## src/rtl/uart_pattern_tx.sv

```systemverilog
// uart_pattern_tx: autonomous UART source of incrementing bytes with an idle gap between frames.
// Define UART_TX_PARITY_EN to append an even-parity bit after the data bits.
module uart_pattern_tx #(
  parameter int DATA_WIDTH = 8,
  parameter int GAP_BITS = 2,
  parameter logic [DATA_WIDTH-1:0] SEED_RESET = 8'h0A
) (
  input  logic                  clk,
  input  logic                  rstN,
  input  logic                  baudTick,
  input  logic                  enable,
  input  logic                  load_seed,
  input  logic [DATA_WIDTH-1:0] seed,
  output logic                  tx,
  output logic                  tx_busy,
  output logic                  byte_sent,
  output logic [DATA_WIDTH-1:0] last_byte,
  output logic [15:0]           sent_count
);
`ifdef UART_TX_PARITY_EN
  typedef enum logic [2:0] {IDLE, START, DATA, PARITY, STOP, GAP} state_t;
`else
  typedef enum logic [2:0] {IDLE, START, DATA, STOP, GAP} state_t;
`endif
  localparam logic [7:0] LAST_BIT = 8'(DATA_WIDTH - 1);
  localparam logic [7:0] LAST_GAP = 8'(GAP_BITS - 1);
  state_t state_q, state_d;
  logic [3:0] tk_q, tk_d;
  logic [7:0] idx_q, idx_d;
  logic [DATA_WIDTH-1:0] shift_q, shift_d, pattern_q, pattern_d, last_q, last_d;
  logic [15:0] cnt_q, cnt_d;
  logic tx_q, tx_d, busy_q, busy_d, sent_q, sent_d;
  logic bnd;
  assign bnd = baudTick && (tk_q == 4'hF);
  always_comb begin
    state_d = state_q;
    tk_d = tk_q;
    idx_d = idx_q;
    shift_d = shift_q;
    pattern_d = pattern_q;
    last_d = last_q;
    cnt_d = cnt_q;
    sent_d = 1'b0;
    tx_d = 1'b1;
    if (state_q != IDLE && baudTick) tk_d = tk_q + 4'd1;
    case (state_q)
      IDLE: begin
        if (load_seed) pattern_d = seed;
        else if (enable) begin
          shift_d = pattern_q;
          tk_d = 4'd0;
          idx_d = 8'd0;
          state_d = START;
        end
      end
      START: begin
        tx_d = 1'b0;
        if (bnd) state_d = DATA;
      end
      DATA: begin
        tx_d = shift_q[0];
        if (bnd) begin
          shift_d = shift_q >> 1;
          idx_d = idx_q + 8'd1;
`ifdef UART_TX_PARITY_EN
          if (idx_q == LAST_BIT) state_d = PARITY;
`else
          if (idx_q == LAST_BIT) state_d = STOP;
`endif
        end
      end
`ifdef UART_TX_PARITY_EN
      PARITY: begin
        tx_d = ^pattern_q;
        if (bnd) state_d = STOP;
      end
`endif
      STOP: begin
        if (bnd) begin
          sent_d = 1'b1;
          last_d = pattern_q;
          pattern_d = pattern_q + DATA_WIDTH'(1);
          cnt_d = cnt_q + 16'(~&cnt_q);
          idx_d = 8'd0;
          state_d = (GAP_BITS == 0) ? IDLE : GAP;
        end
      end
      GAP: begin
        if (bnd) begin
          idx_d = idx_q + 8'd1;
          if (idx_q == LAST_GAP) state_d = IDLE;
        end
      end
      default: state_d = IDLE;
    endcase
    // busy rises one edge after leaving IDLE and drops on the edge that re-enters it
    busy_d = (state_q != IDLE) && (state_d != IDLE);
  end
  always_ff @(posedge clk or negedge rstN) begin
    if (!rstN) begin
      state_q <= IDLE;
      tk_q <= 4'd0;
      idx_q <= 8'd0;
      shift_q <= '0;
      pattern_q <= SEED_RESET;
      last_q <= '0;
      cnt_q <= 16'd0;
      tx_q <= 1'b1;
      busy_q <= 1'b0;
      sent_q <= 1'b0;
    end else begin
      state_q <= state_d;
      tk_q <= tk_d;
      idx_q <= idx_d;
      shift_q <= shift_d;
      pattern_q <= pattern_d;
      last_q <= last_d;
      cnt_q <= cnt_d;
      tx_q <= tx_d;
      busy_q <= busy_d;
      sent_q <= sent_d;
    end
  end
  assign tx = tx_q;
  assign tx_busy = busy_q;
  assign byte_sent = sent_q;
  assign last_byte = last_q;
  assign sent_count = cnt_q;
endmodule

```

## config.mk

```make
export PLATFORM = sky130hd
export DESIGN_NAME = uart_pattern_tx
export DESIGN_NICKNAME = d
export VERILOG_FILES = /design/src/rtl/uart_pattern_tx.sv
export SDC_FILE = /design/constraint.sdc
export NUM_CORES = 1
export LEC_CHECK = 0
export ABC_CLOCK_PERIOD_IN_PS = 2300
export CORE_ASPECT_RATIO = 1.5
export CORE_MARGIN = 4
export CORE_UTILIZATION = 55
export DETAILED_ROUTE_END_ITERATION = 8
export GPL_TIMING_DRIVEN = 0
export PLACE_DENSITY_LB_ADDON = 0.08
export SLEW_MARGIN = 40
export SYNTH_ARGS = -nofsm -noshare
export SYNTH_HDL_FRONTEND = slang
export SYNTH_SLANG_ARGS = --single-unit
```

## constraint.sdc

```tcl
create_clock -name clk -period 2.3 [get_ports clk]
set_input_delay 0.46 -clock clk [delete_from_list [all_inputs] [get_ports clk]]
set_output_delay 0.46 -clock clk [all_outputs]
set_load 0.005 [all_outputs]
```

==> results_dict.tcl <==
set metrics [dict create \
    dr.first_iter.drc_count 187 \
    vias_per_cell 5.584 \
    drc 0 \
    fmax_ghz 0.4691 \
    yosysTopAreaCellShare_pct 46.73 \
    crit_fanout 4 \
    drive_gt1_share_pct 12.96 \
    ir_drop_v 0.0004495 \
    syn-cell-area_um2 2945 \
    grt_start_max_net_pins 44 \
    cts.path.max_buffers 2 \
    final_max_slew_viol_count 0 \
    die_y_um 97.63 \
    post_cts_buffers 0 \
    relSlewSlack_pct 68.71 \
    fin_hold_ws_ns 0.4799 \
    start_util_pct 57.03 \
    async_flop_share_pct 100.0 \
    root_buffer "clkbuf_8" \
    postSynthAreaPerCell_um2 9.884 \
    drt-total-wl_um 6277 \
    clock_sinks 58 \
    synth-main-ff-cell "dfrtp_1" \
    critPathTopFamily "simple AND/OR/NAND/NOR gates" \
    num_antenna_cells 0 \
    hp-class "flop to flop" \
    vias 2362 \
    setup_violations 0 \
    cp.required_ns 2.51 \
    ant_nets 0 \
    crit_type "flop to flop" \
    track_usage_pct 21.58 \
    cpMaxStageDelayCell "dfrtp_1" \
    max-cap-violations 0 \
    dieArea_um2 6614 \
    hold_violations 0 \
    path_cells "nand3_1 -> nor3_1 -> nand2_1 -> ha_1 -> ha_1 -> nand3_1 -> nor4_4 -> nand4_1 -> xnor2_1" \
    synth.area.top_cells "dfrtp_1 (47%), nand2_1 (6.4%), xnor2_1 (3.6%)" \
    grt_pass1_vias 2289 \
    skew_ns 0.01403 \
    dr.pass1.iters 4 \
    cts_max_level 3 \
    cts_tree "built" \
    synth_nets 317 \
    antenna_found_initial 0 \
    cts_buffers 9 \
    syn_to_final_growth_pct 23.92 \
    place_congestion 0.8304 \
    timing.final.crit_share_pct 92.68 \
    io_buffers 39 \
    syn_inst 298 \
    crit_arrival_ns 2.35 \
    layout_common_cells "dfrtp_1 (55), nand2_1 (50), clkdlybuf4s50_1 (38)" \
    wl_per_cell_um 14.84 \
    grt_pass1_wl_um 10770 \
    ys_types 52 \
    yosys_register_bits 58 \
    yosys_warnings 0 \
    ios 40 \
    cp_slowest_stage_delay_ns 0.42 \
    cts.clk_slew.worst_paths_ns 0.06 \
    p_leak_nw 1.715 \
    core_area_um2 5165 \
    die_x_um 67.75 \
    finalSetupTns_ns 0 \
    worstMarginPinSlew_ns 0.4661 \
    cp-start-kind "flop" \
    end_kind "flop" \
    synth_edf_count 0 \
    ys_seq_area_share_pct 49.41 \
    power_density_nw_per_um2 646.5 \
    rsz0062_at_grt "false" \
    fin_crit_ns 2.132 \
    dp_hpwl_um 4514 \
    clk_latency_ns 0.34 \
    layout_commonest_cell "dfrtp_1" \
    fin_nets 369 \
    grt.overflow.total 0 \
    status "complete, no violations" \
    path_buf_inv 0 \
    synth_top_area_cell "dfrtp_1" \
    row_count 32 \
]
==> path summary, 6_finish.rpt <==
kind	cells after the start	start	to	slack, ns
min in group asynchronous	2	rstN	sent_count[13]$_DFFE_PN0P_	0.53
setup reg to reg	9	sent_count[5]$_DFFE_PN0P_	sent_count[10]$_DFFE_PN0P_	0.17
max in group asynchronous	3	rstN	pattern_q[1]$_DFFE_PN1P_	1.22
hold reg to reg	2	last_byte[0]$_DFFE_PN0P_	last_byte[0]$_DFFE_PN0P_	0.48
setup / recovery	9	sent_count[5]$_DFFE_PN0P_	sent_count[10]$_DFFE_PN0P_	0.17
hold / removal	2	last_byte[0]$_DFFE_PN0P_	last_byte[0]$_DFFE_PN0P_	0.48
==> layer usage <==
layer	GRT usage [%]	vias up	part of all wire [%]
met5	0	-	0
met1	26.59	1135	43
met3	4.977	14	4.2
met4	10.63	0	2.3
met2	34.43	58	51
li1	-	1155	-
==> synthesized netlist by cell type (4+ instances only) <==
cell     count
a21oi_1     14
a31oi_1      8
and3_1       4
buf_4        5
dfrtp_1     55
ha_1         6
inv_1       11
mux2i_1     10
nand2_1     50
nand3_1     12
nand4_1      9
nor2_1      24
nor3_1       7
o21ai_0     11
xnor2_1     12
xor2_1       7
==> stage by stage <==
| step | util, % | std cells | power [mW] | instance area, um^2 | setup slack, ns |
|---|---|---|---|---|---|
| 2_1_floorplan | - | 298 | 1.348 | 2945 | 0.4625 |
| 3_3_place_gp | 66.23 | 405 | 1.432 | 3421 | -1.039 |
| 3_5_place_dp | 66.57 | 406 | 1.453 | 3438 | 0.1297 |
| 4_1_cts | 70.66 | 423 | 2.378 | 3650 | 0.1669 |
| 5_1_grt | 70.66 | 423 | 2.473 | 3650 | 0.007514 |
| 6_report | 70.66 | 423 | 2.360 | 3650 | 0.1684 |
==> logic make-up after synthesis <==
group / synth area share (%)
buf+inv: 4.291
xor+xnor: 5.650
compound gates: 11.13
simple gates: 22.81
fa+ha+maj: 2.549
flops: 49.41
mux: 4.163
==> what timing repair did <==
action                    in CTS  in global routing
hold buffers                   1                  0
hold endpoints to repair      15                  0
gates resized for setup        0                  0
==> area by class of cell <==
type | count | area, um^2
plain buffers | 13 | 81.33
clock buffers | 15 | 196.4
clock inverters | 1 | 5.005
fillers | 369 | 1515
inverters | 12 | 45.04
multi-input cells | 215 | 1364
flip-flops and latches | 58 | 1455
well taps | 68 | 85.08
repair buffers | 41 | 417.9
==> report_power, final <==
| part | total [mW] | switching [mW] | internal, mW |
|---|---|---|---|
| registers | 1.16 | 0.0762 | 1.09 |
| clock network | 0.921 | 0.384 | 0.537 |
| logic | 0.274 | 0.147 | 0.127 |
| total | 2.36 | 0.608 | 1.75 |
==> sequential cells by signal, indices dropped and copies added, names as in the netlist <==
register    cells
pattern_q       8
sent_count     16
last_byte       8
byte_sent       1
tx              1
tx_busy         1
state_q         3
tk_q            4
shift_q         8
idx_q           8
==> worst register-to-register path: stages (launching register included) <==
cell     delay (ns)
dfrtp_1        0.42
nand3_1        0.26
nor3_1         0.10
nand2_1        0.08
ha_1           0.20
ha_1           0.18
nand3_1        0.17
nor4_4         0.30
nand4_1        0.16
xnor2_1        0.15
Power figures use the tool's default switching activity.
